<file path="config.mk">
export PLATFORM = sky130hd
export DESIGN_NAME = multicycle_ctrl
export DESIGN_NICKNAME = d
export VERILOG_FILES = /design/src/rtl/multicycle_ctrl.sv
export SDC_FILE = /design/constraint.sdc
export NUM_CORES = 1
export LEC_CHECK = 0
export ABC_AREA = 0
export CORE_ASPECT_RATIO = 1.2
export CORE_MARGIN = 3
export CORE_UTILIZATION = 41
export CTS_CLUSTER_SIZE = 14
export DETAILED_ROUTE_END_ITERATION = 8
export PLACE_DENSITY = 0.78
export SLEW_MARGIN = 20
export SYNTH_ARGS = -nofsm -noshare
export SYNTH_HDL_FRONTEND = slang
export SYNTH_SLANG_ARGS = --single-unit
</file>
<file path="constraint.sdc">
create_clock -name clk -period 1.85 [get_ports clk]
set_input_delay 0.555 -clock clk [delete_from_list [all_inputs] [get_ports clk]]
set_output_delay 0.555 -clock clk [all_outputs]
set_load 0.05 [all_outputs]
</file>
<file path="src/rtl/multicycle_ctrl.sv">
// Multi-cycle RV32I main controller: sequences one instruction at a time through
// fetch/decode/execute/memory/writeback on a shared ALU and unified memory port.
module multicycle_ctrl #(
  parameter int STATE_W = 4
) (
  input  logic               clk,
  input  logic               reset,
  input  logic [6:0]         OPCode,
  input  logic [2:0]         funct3,
  input  logic               funct75,
  input  logic [3:0]         ALUFlags,
  input  logic               memReady,
  output logic               memReq,
  output logic               memWrite,
  output logic               adrSrc,
  output logic               IRWrite,
  output logic               PCWrite,
  output logic               regWrite,
  output logic [1:0]         srcA,
  output logic [1:0]         srcB,
  output logic [1:0]         resultSrc,
  output logic [2:0]         immSource,
  output logic [3:0]         ALUControl,
  output logic               illegal,
  output logic [STATE_W-1:0] state
);
  // state  | meaning
  // RST    | idle cycle after reset, all outputs low
  // FETCH  | read instruction at PC; IR/OldPC and PC+4 load on memReady
  // DECODE | OldPC+imm (branch/jump target) into ALUOut
  // MEMADR | rs1+imm address for load/store
  // MEMRD  | load read, waits on memReady
  // MEMWB  | loaded data to rd
  // MEMWR  | store write, waits on memReady
  // EXECR  | register-register ALU op
  // EXECI  | register-immediate ALU op
  // ALUWB  | ALUOut to rd
  // JAL    | rd <= OldPC+4, PC <= ALUOut
  // JALR   | rs1+imm target into ALUOut, then JAL
  // LUI    | U-imm plus zero (LUI) or OldPC (AUIPC)
  // BRANCH | rs1-rs2 compare, PC <= ALUOut when taken
  // TRAP   | illegal instruction, held until reset
  typedef enum logic [3:0] {
    S_RST, S_FETCH, S_DECODE, S_MEMADR, S_MEMRD, S_MEMWB, S_MEMWR, S_EXECR,
    S_EXECI, S_ALUWB, S_JAL, S_JALR, S_LUI, S_BRANCH, S_TRAP
  } state_e;

  localparam logic [6:0] OP_LOAD   = 7'b0000011;
  localparam logic [6:0] OP_STORE  = 7'b0100011;
  localparam logic [6:0] OP_R      = 7'b0110011;
  localparam logic [6:0] OP_I      = 7'b0010011;
  localparam logic [6:0] OP_JAL    = 7'b1101111;
  localparam logic [6:0] OP_JALR   = 7'b1100111;
  localparam logic [6:0] OP_LUI    = 7'b0110111;
  localparam logic [6:0] OP_AUIPC  = 7'b0010111;
  localparam logic [6:0] OP_BRANCH = 7'b1100011;

  localparam logic [3:0] ALU_ADD = 4'd0, ALU_SUB = 4'd1, ALU_AND = 4'd2, ALU_OR  = 4'd3,
                         ALU_XOR = 4'd4, ALU_SLT = 4'd5, ALU_SLTU = 4'd6, ALU_SLL = 4'd7,
                         ALU_SRL = 4'd8, ALU_SRA = 4'd9;

  localparam logic [2:0] IMM_I = 3'd0, IMM_S = 3'd1, IMM_B = 3'd2, IMM_J = 3'd3, IMM_U = 3'd4;

  state_e state_q, state_d;
  logic   taken;

  function automatic logic [3:0] alu_decode(input logic [2:0] f3, input logic f75,
                                            input logic is_r);
    case (f3)
      3'b000:  return (f75 && is_r) ? ALU_SUB : ALU_ADD;
      3'b001:  return ALU_SLL;
      3'b010:  return ALU_SLT;
      3'b011:  return ALU_SLTU;
      3'b100:  return ALU_XOR;
      3'b101:  return f75 ? ALU_SRA : ALU_SRL;
      3'b110:  return ALU_OR;
      default: return ALU_AND;
    endcase
  endfunction

  // ALUFlags = {N,Z,C,V}; C set means no borrow, so !C is unsigned less-than.
  always_comb begin
    taken = 1'b0;
    case (funct3)
      3'b000:  taken = ALUFlags[2];
      3'b001:  taken = !ALUFlags[2];
      3'b100:  taken = ALUFlags[3] ^ ALUFlags[0];
      3'b101:  taken = !(ALUFlags[3] ^ ALUFlags[0]);
      3'b110:  taken = !ALUFlags[1];
      3'b111:  taken = ALUFlags[1];
      default: taken = 1'b0;
    endcase
  end

  always_ff @(posedge clk) begin
    if (reset) state_q <= S_RST;
    else       state_q <= state_d;
  end

  always_comb begin
    state_d    = state_q;
    memReq     = 1'b0;
    memWrite   = 1'b0;
    adrSrc     = 1'b0;
    IRWrite    = 1'b0;
    PCWrite    = 1'b0;
    regWrite   = 1'b0;
    srcA       = 2'd0;
    srcB       = 2'd0;
    resultSrc  = 2'd0;
    immSource  = IMM_I;
    ALUControl = ALU_ADD;
    illegal    = 1'b0;
    case (state_q)
      S_RST: state_d = S_FETCH;
      S_FETCH: begin
        memReq = 1'b1;
        srcB   = 2'd2;
        if (memReady) begin
          IRWrite = 1'b1;
          PCWrite = 1'b1;
          state_d = S_DECODE;
        end
      end
      S_DECODE: begin
        srcA = 2'd1;
        srcB = 2'd1;
        case (OPCode)
          OP_BRANCH:        immSource = IMM_B;
          OP_JAL:           immSource = IMM_J;
          OP_STORE:         immSource = IMM_S;
          OP_LUI, OP_AUIPC: immSource = IMM_U;
          default:          immSource = IMM_I;
        endcase
        case (OPCode)
          OP_LOAD, OP_STORE: state_d = S_MEMADR;
          OP_R:              state_d = S_EXECR;
          OP_I:              state_d = S_EXECI;
          OP_JAL:            state_d = S_JAL;
          OP_JALR:           state_d = S_JALR;
          OP_LUI, OP_AUIPC:  state_d = S_LUI;
          OP_BRANCH:         state_d = S_BRANCH;
          default:           state_d = S_TRAP;
        endcase
      end
      S_MEMADR: begin
        srcA      = 2'd2;
        srcB      = 2'd1;
        immSource = (OPCode == OP_STORE) ? IMM_S : IMM_I;
        state_d   = (OPCode == OP_STORE) ? S_MEMWR : S_MEMRD;
      end
      S_MEMRD: begin
        memReq = 1'b1;
        adrSrc = 1'b1;
        if (memReady) state_d = S_MEMWB;
      end
      S_MEMWB: begin
        resultSrc = 2'd1;
        regWrite  = 1'b1;
        state_d   = S_FETCH;
      end
      S_MEMWR: begin
        memReq   = 1'b1;
        memWrite = 1'b1;
        adrSrc   = 1'b1;
        if (memReady) state_d = S_FETCH;
      end
      S_EXECR, S_EXECI: begin
        srcA       = 2'd2;
        srcB       = (state_q == S_EXECI) ? 2'd1 : 2'd0;
        ALUControl = alu_decode(funct3, funct75, state_q == S_EXECR);
        state_d    = S_ALUWB;
      end
      S_ALUWB: begin
        regWrite = 1'b1;
        state_d  = S_FETCH;
      end
      S_JAL: begin
        srcA      = 2'd1;
        srcB      = 2'd2;
        resultSrc = 2'd2;
        regWrite  = 1'b1;
        PCWrite   = 1'b1;
        state_d   = S_FETCH;
      end
      S_JALR: begin
        srcA    = 2'd2;
        srcB    = 2'd1;
        state_d = S_JAL;
      end
      S_LUI: begin
        immSource = IMM_U;
        srcB      = 2'd1;
        srcA      = (OPCode == OP_LUI) ? 2'd3 : 2'd1;
        state_d   = S_ALUWB;
      end
      S_BRANCH: begin
        srcA       = 2'd2;
        ALUControl = ALU_SUB;
        PCWrite    = taken;
        state_d    = (funct3[2:1] == 2'b01) ? S_TRAP : S_FETCH;
      end
      S_TRAP: illegal = 1'b1;
      default: state_d = S_RST;
    endcase
  end

  assign state = STATE_W'(state_q);
endmodule

</file>
==> metrics.md, run 1 <==
| Metric | Value |
|---|---|
| Placer Congestion | `0.865` |
| Post-synth EDFFs | `0` |
| Ys flop type | `dfxtp_1` |
| Status | `aborted with a tool error` |
| Synth async-reset ratio | `0%` |
| Post-synthesis net count | `152` |
| Synthesized area | `881 sq um` |
| I/O pin count | `42` |
| Sequential cell area fraction in the yosys report | `9.09%` |
| Ys Warns | `0` |
| Halt Stage | `3_5_place_dp` |
| Die Y | `56.8 um` |
| I/O Buffers | `41` |
| Stop err | `[ERROR DPL-0038] Utilization greater than 100%, impossible to legalize` |
| Chip width | `48.3 um` |
| Post-synthesis cell count | `134` |
| Distinct cells, synth | `46` |
| Flops & latches, synth | `4` |
| Row Count | `17` |
| Initial Utilization | `45.5%` |
| Syn Area/Cell | `6.57 sq um` |
==> Yosys cell counts (2+ instances only) <==
library cell / count / area share, %
buf_6: 2 / 2.6
xor2_1: 3 / 3.0
xnor2_1: 3 / 3.0
nor2b_1: 5 / 3.6
dfxtp_1: 4 / 9.1
nor3_1: 4 / 2.3
a21boi_1: 2 / 1.7
a21boi_0: 2 / 1.7
a21o_1: 2 / 1.7
nand2b_1: 7 / 5.0
o31ai_1: 2 / 1.7
inv_1: 2 / 0.85
buf_2: 7 / 4.0
mux2i_1: 4 / 4.5
and3_1: 2 / 1.4
and2_1: 3 / 2.1
o21ai_0: 5 / 2.8
nand2_1: 11 / 4.7
o21ai_1: 3 / 1.7
nor2_1: 20 / 8.5
buf_4: 2 / 1.7
a21oi_1: 15 / 8.5
==> through the flow <==
stage          instances  setup slack [ns]  cell area, sq um  hold WS [ns]  setup TNS (ns)
3_3_place_gp         219            -0.755              1990         0.588           -6.61
2_1_floorplan        134            -0.174              1190         0.612           -1.12
==> cell families after synthesis <==
logic type,count (synthesis),share of synthesized area [%]
flops,4,9.09
compound gates,43,32.1
simple gates,62,38.4
buf+inv,15,9.94
xor+xnor,6,5.97
mux,4,4.55
==> run 2: changes to the inputs <==
- CORE_AREA: unset -> 3 3 64 66
- CORE_ASPECT_RATIO: 1.2 -> unset
- CORE_MARGIN: 3 -> unset
- CORE_UTILIZATION: 41 -> unset
- CTS_CLUSTER_SIZE: 14 -> unset
- DIE_AREA: unset -> 0 0 67 69
- PLACE_DENSITY: 0.78 -> unset
- PLACE_DENSITY_LB_ADDON: unset -> 0.15
==> metrics.md, run 2 <==
| Metric | Value |
|---|---|
| Share of the synthesized area in the top cell type | `9.09% (unchanged)` |
| Drt wl/cell | `15.5 um` |
| Synth top area cells | `dfxtp_1 9.1%, a21oi_1 8.5%, nor2_1 8.5%, nand2b_1 5.0%, nand2_1 4.7% (unchanged)` |
| # clock sinks | `4` |
| DR DRC count | `0` |
| Vias | `1356` |
| Clock Power Share | `5.4%` |
| Ys Warns | `0 (unchanged)` |
| Setup violations, final | `12` |
| Sequential cell area fraction in the yosys report | `9.09% (unchanged)` |
| Max_cap viols | `0` |
| Row Count | `22 (was 17)` |
| Final Cycle Share | `116%` |
| Via density | `4.99` |
| FF-to-FF End | `state[0]$_SDFFE_PP0P_` |
| Most common cell after layout, fill and taps aside | `buf_4` |
| Placer Congestion | `0.829 (was 0.865)` |
| Post-route insts no fill | `272` |
| Vias in the first global route | `1301` |
| Worst-path maximum fanout | `5` |
| I/O Buffers | `41 (unchanged)` |
| Post-Route WL | `4210 um` |
| Post-synth EDFFs | `0 (unchanged)` |
| Root Driver | `clkbuf_8` |
| CP Launch Type | `input pin` |
| GRT Total Usage | `16.6%` |
| Initial Utilization | `24.2% (was 45.5%)` |
| Net count, final | `244` |
| Worst-Margin Slew | `0.370 ns` |
| WP data arrival | `1.60 ns` |
| Initial DRC count | `83` |
| CORE AREA | `3630 sq um` |
| Clk slew on worst S/H paths | `0.03 ns` |
| CP Launch Point | `OPCode[4]` |
| Chip width | `67 um (was 48.3 um)` |
| Multiplexer share of the synthesized area | `4.55% (unchanged)` |
| Post-Synth Simple-Gate Area | `38.4% (unchanged)` |
| Largest family of logic cells by synthesized area | `simple AND/OR/NAND/NOR gates (unchanged)` |
| CP Capture Point | `immSource[0]` |
| TritonCTS Buffers | `3` |
| Syn Area/Cell | `6.57 sq um (unchanged)` |
| Initial antenna violation count | `0` |
| Ys flop type | `dfxtp_1 (unchanged)` |
| TritonCTS clock tree | `yes` |
| Post-synthesis cell count | `134 (unchanged)` |
| Antenna-violating nets left | `0` |
| Deepest clock path buffer count | `2` |
| Max-slew violations | `0` |
| First-pass GRT wire length | `6160 um` |
| Combinational power share | `86.9%` |
| Failing checks | `setup timing` |
| Largest net degree at the start of global routing | `18` |
| Fin crit period | `2.15 ns` |
| H-tree Lvls | `1` |
| Cell with the most instances after synthesis | `nor2_1 (unchanged)` |
| Lkg Pwr | `1.01 nW` |
| Flop pwr share | `7.7%` |
| HPWL after DPL | `2760 um` |
| Share of layout cells above drive strength 1 | `72.8%` |
| Area leader, netlist | `dfxtp_1 (unchanged)` |
| Worst Path Required | `1.29 ns` |
| Post-synth top cells | `20 x nor2_1, 15 x a21oi_1, 11 x nand2_1 (unchanged)` |
| Compound-cell area share of the yosys netlist | `32.1% (unchanged)` |
| Hold Vio Cnt, Final | `0` |
| Total grt overflow | `0` |
| Distinct cells, synth | `46 (unchanged)` |
| Adder-Cell Fraction of Synth Area | `0% (unchanged)` |
| Synth async-reset ratio | `0% (unchanged)` |
| Worst reg2reg startpoint | `state[3]$_SDFFE_PP0P_` |
| Area delta synth->final | `186%` |
| Worst Reg2Reg Path Length in Cells | `6` |
| Max reg flops | `4` |
| Status | `finished, violations left (was aborted with a tool error)` |
| Die Y | `69 um (was 56.8 um)` |
| Cts hold-fix bufs | `0` |
| Most frequent cells in the layout | `42 x buf_4, 27 x buf_12, 19 x buf_6` |
| Reg-to-reg slack, setup | `0.26 ns` |
| Final core utilization | `69.3%` |
| RSZ-0062 raised after global routing | `true` |
| Post-synthesis net count | `152 (unchanged)` |
| Clock Skew | `0.00263 ns` |
| XOR/XNOR Fraction of Synth Area | `5.97% (unchanged)` |
| Dpl cells | `242` |
| Sw Share | `48.2%` |
| Max Fclk | `0.464 GHz` |
| Critical path class | `in2out` |
| Flops & latches, synth | `4 (unchanged)` |
| Worst-skew pair later-pin latency | `0.22 ns` |
| Drt first pass iters | `4` |
| Synthesized area | `881 sq um (unchanged)` |
| NetSw | `0.00171 W` |
| Antenna Cells | `0` |
| Setup ws final | `-0.304 ns` |
| Die footprint | `4620 sq um` |
| Pwr dens | `1410 nW/um^2` |
| I/O pin count | `42 (unchanged)` |
| Crit. End Element | `output pin` |
| Worst Hold Depth | `2` |
| VDD IR-drop max | `0.487 mV` |
| Internal | `0.00184 W` |
| Headroom to the max-slew limit | `74.7%` |
| Hold Crit Class | `reg2reg` |
## run 2: cell counts after synthesis
Identical to the previous run, type by type.
## run 2: per-stage QoR
step	power, W	hold WS (ns)	cell area, sq um	setup TNS (ns)	worst slack (ns)
4_1_cts	0.00303	0.626	2220	-2.00	-0.221
2_1_floorplan	0.00176	0.612	1190	-1.12	-0.174
5_1_grt	0.00372	0.641	2520	-2.64	-0.356
3_5_place_dp	0.00275	0.620	2030	-7.12	-0.831
3_3_place_gp	0.00272	0.628	2030	-6.66	-0.757
6_report	0.00355	0.617	2520	-1.78	-0.304
## run 2: worst min path at each step
stage                     startpoint                     to  slack, ns
2_1_floorplan                  reset  state[2]$_SDFFE_PP0P_       0.61
3_3_place_gp   state[1]$_SDFFE_PP0P_  state[1]$_SDFFE_PP0P_       0.63
3_5_place_dp   state[1]$_SDFFE_PP0P_  state[1]$_SDFFE_PP0P_       0.62
4_1_cts        state[1]$_SDFFE_PP0P_  state[1]$_SDFFE_PP0P_       0.63
5_1_grt        state[1]$_SDFFE_PP0P_  state[1]$_SDFFE_PP0P_       0.64
6_report       state[1]$_SDFFE_PP0P_  state[1]$_SDFFE_PP0P_       0.62
## run 2: area by class of cell
class | instances | area (sq um)
fill | 281 | 1120
clock buffer | 3 | 41.3
multi-input combinational | 115 | 1130
sequential | 4 | 95.1
timing repair buffer | 99 | 1160
inverter | 3 | 32.5
tap | 48 | 60.1
## run 2: per-layer routing
metal | vias to the layer above | share of wire (%) | GRT usage (%)
met4 | 0 | 2.5 | 6.53
li1 | 662 | - | -
met5 | - | 0 | 0
met1 | 627 | 41 | 20.4
met3 | 13 | 5.7 | 3.42
met2 | 54 | 51 | 27.7
## run 2: what timing repair did
action | 4_1_cts | 5_1_grt
resized for setup | 73 | 55
endpoints found under the setup margin | 21 | 22
setup buffers | 13 | 19
gates cloned | 0 | 0
pin swaps | 18 | 16
## run 2: cell families (layout without fill, tap and decap cells)
| family | after synthesis | in the layout |
|---|---|---|
| muxes | 4 | 4 |
| xor gates and xnor gates | 6 | 6 |
| DFF | 4 | 4 |
| AOI/OAI and AO/OA | 43 | 43 |
| and+or+nand+nor | 62 | 62 |
| buffers and inverters | 15 | 105 |
## run 2: critical path, cell delays in order
cell and delay, ns:
buf_8 0.11, nor3b_4 0.25, nor2b_4 0.20, nand4_1 0.14, a21boi_4 0.19, buf_12 0.15
## run 2: power groups by stage
stage	clock network [W]	registers, W	logic (W)
2_1_floorplan	0	0.000315	0.00145
3_3_place_gp	0	0.000295	0.00243
3_5_place_dp	0	0.000297	0.00245
4_1_cts	0.000190	0.000294	0.00255
5_1_grt	0.000201	0.000284	0.00324
6_report	0.000191	0.000274	0.00309
Power figures use the tool's default switching activity.
==> run 3: changes to the inputs <==
- TNS_END_PERCENT: unset -> 5
==> metrics.md, run 3 (synthesis results as in run 2) <==
| Metric | Value |
|---|---|
| Max-slew violations | `0 (unchanged)` |
| Area delta synth->final | `146% (was 186%)` |
| Row Count | `22 (unchanged)` |
| NetSw | `0.00154 W (was 0.00171 W)` |
| Initial DRC count | `17 (was 83)` |
| WP data arrival | `1.54 ns (was 1.60 ns)` |
| Max reg flops | `4 (unchanged)` |
| I/O Buffers | `41 (unchanged)` |
| # clock sinks | `4 (unchanged)` |
| GR peak layer | `met2 (unchanged)` |
| Combinational power share | `86.0% (was 86.9%)` |
| Cts hold-fix bufs | `0 (unchanged)` |
| Clock Power Share | `5.8% (was 5.4%)` |
| Worst-Margin Slew | `0.442 ns (was 0.370 ns)` |
| Hold Crit Class | `reg2reg (unchanged)` |
| Vias | `1262 (was 1356)` |
| Dpl cells | `241 (was 242)` |
| Sequential cell area | `95.1 sq um (unchanged)` |
| Antenna-violating nets left | `0 (unchanged)` |
| Pwr dens | `1460 nW/um^2 (was 1410 nW/um^2)` |
| M2 GR Usage | `29.3% (was 27.7%)` |
| I/O pin count | `42 (unchanged)` |
| Antenna Cells | `0 (unchanged)` |
| Met3 Use GR | `2.61% (was 3.42%)` |
| Via density | `4.93 (was 4.99)` |
| Net count, final | `228 (was 244)` |
| Worst reg2reg startpoint | `state[0]$_SDFFE_PP0P_ (was state[3]$_SDFFE_PP0P_)` |
| RSZ-0062 raised after global routing | `true (unchanged)` |
| Clock Skew | `0.00308 ns (was 0.00263 ns)` |
| Worst-skew pair later-pin latency | `0.22 ns (about the same)` |
| FILL cells | `331 (was 281)` |
| Die footprint | `4620 sq um (unchanged)` |
| Reg-to-reg slack, setup | `0.36 ns (was 0.26 ns)` |
| Final setup TNS | `-2.10 ns (was -1.78 ns)` |
| Hold EP | `state[1]$_SDFFE_PP0P_ (unchanged)` |
| Flop pwr share | `8.2% (was 7.7%)` |
| Vias in the first global route | `1315 (was 1301)` |
| Setup violations, final | `16 (was 12)` |
| Drt first pass iters | `4 (unchanged)` |
| CORE AREA | `3630 sq um (unchanged)` |
| FF-to-FF End | `state[0]$_SDFFE_PP0P_ (unchanged)` |
| Setup ws final | `-0.246 ns (was -0.304 ns)` |
| Max_cap viols | `0 (unchanged)` |
| Headroom to the max-slew limit | `69.8% (was 74.7%)` |
| Drt wl/cell | `13.8 um (was 15.5 um)` |
| Initial antenna violation count | `0 (unchanged)` |
| Worst-path maximum fanout | `8 (was 5)` |
| Crit. End Element | `output pin (unchanged)` |
| TritonCTS clock tree | `yes (unchanged)` |
| Placer Congestion | `0.807 (was 0.829)` |
| H-tree Lvls | `1 (unchanged)` |
| Initial Utilization | `24.2% (unchanged)` |
| Met1 Usage GRT | `17.7% (was 20.4%)` |
| Lkg Pwr | `0.868 nW (was 1.01 nW)` |
| Hold Vio Cnt, Final | `0 (unchanged)` |
| Internal | `0.00163 W (was 0.00184 W)` |
| Die Y | `69 um (unchanged)` |
| Failing checks | `setup timing (unchanged)` |
| Sw Share | `48.6% (was 48.2%)` |
| Largest net degree at the start of global routing | `15 (was 18)` |
| Worst Path Required | `1.29 ns (about the same)` |
| DR DRC count | `0 (unchanged)` |
| CP Launch Type | `input pin (unchanged)` |
| Chip width | `67 um (unchanged)` |
| First-pass GRT wire length | `5800 um (was 6160 um)` |
| Worst Hold Depth | `2 (unchanged)` |
| Max Fclk | `0.477 GHz (was 0.464 GHz)` |
| Final Cycle Share | `113% (was 116%)` |
| TritonCTS Buffers | `3 (unchanged)` |
| Status | `finished, violations left (unchanged)` |
| Hold WS | `0.678 ns (was 0.617 ns)` |
| Deepest clock path buffer count | `2 (unchanged)` |
| Most frequent cells in the layout | `36 x buf_4, 25 x buf_12, 10 x buf_6 (was 42 x buf_4, 27 x buf_12, 19 x buf_6)` |
| Most common cell after layout, fill and taps aside | `buf_4 (unchanged)` |
| Total grt overflow | `0 (unchanged)` |
| Root Driver | `clkbuf_8 (unchanged)` |
| Clk slew on worst S/H paths | `0.03 ns (about the same)` |
| Post-Route WL | `3520 um (was 4210 um)` |
| Share of layout cells above drive strength 1 | `63.9% (was 72.8%)` |
| Critical path class | `in2out (unchanged)` |
| GRT Total Usage | `15.7% (was 16.6%)` |
| Min-delay src | `state[1]$_SDFFE_PP0P_ (unchanged)` |
| VDD IR-drop max | `1.25 mV (was 0.487 mV)` |
| Fin crit period | `2.10 ns (was 2.15 ns)` |
| HPWL after DPL | `2690 um (was 2760 um)` |
| Post-route insts no fill | `256 (was 272)` |
| Worst slack, placed | `-0.709 ns (was -0.831 ns)` |
| Area of the multi-input gates | `982 sq um (was 1130 sq um)` |
| Worst Reg2Reg Path Length in Cells | `6 (unchanged)` |
==> run 3: what timing repair did <==
item	4_1_cts	5_1_grt
setup endpoints to repair	20	18
setup buffers	9	3
gates cloned	0	0
pin swaps	21	3
gates resized for setup	80	1
==> run 3: layout make-up <==
type                       count  share of cell area, %
sequential                     4                   4.38
multi-input combinational    115                   45.2
clock buffer                   3                   1.90
tap                           48                   2.77
timing repair buffer          83                   45.0
inverter                       3                  0.692
==> run 3: critical path, stage by stage <==
cell and delay [ns]:
clkdlybuf4s15_2 0.25, nor2_2 0.15, nand4b_1 0.22, a21boi_4 0.21, buf_12 0.15
==> run 3: metrics by stage <==
| step | util (%) | instance area [sq um] | power (W) |
|---|---|---|---|
| finish | 59.7 | 2170 | 0.00317 |
| global route | 59.7 | 2170 | 0.00333 |
| CTS | 59.1 | 2150 | 0.00314 |
| detailed placement | 53.5 | 1940 | 0.00273 |
| global placement | 53.5 | 1940 | 0.00271 |
| floorplan | - | 1110 | 0.00172 |
==> run 3: worst max path at each step <==
| stage | start | endpoint | slack [ns] | cells after the start |
|---|---|---|---|---|
| after global placement | OPCode[5] | immSource[0] | -0.66 | 7 |
| after CTS | state[2]$_SDFFE_PP0P_ | immSource[0] | -0.21 | 5 |
| after global routing | ALUFlags[3] | PCWrite | -0.30 | 7 |
| final | OPCode[2] | immSource[0] | -0.25 | 5 |
| after detailed placement | OPCode[5] | immSource[0] | -0.71 | 7 |
| after floorplan | state[2]$_SDFFE_PP0P_ | PCWrite | -0.17 | 6 |
==> run 3: power groups by stage <==
stage | Combinational [W] | Clock, W | Sequential, W
after floorplan | 0.00140 | 0 | 0.000315
after global placement | 0.00242 | 0 | 0.000293
after detailed placement | 0.00243 | 0 | 0.000296
after CTS | 0.00268 | 0.000189 | 0.000271
after global routing | 0.00287 | 0.000198 | 0.000268
final | 0.00273 | 0.000184 | 0.000259
==> run 3: metal layers <==
| metal | routed length, um | vias to the layer above | share of wire (%) |
|---|---|---|---|
| li1 | - | 627 | - |
| met3 | 141 | 6 | 4.0 |
| met4 | 63 | 0 | 1.8 |
| met2 | 1860 | 37 | 53 |
| met5 | 0 | - | 0 |
| met1 | 1460 | 592 | 41 |
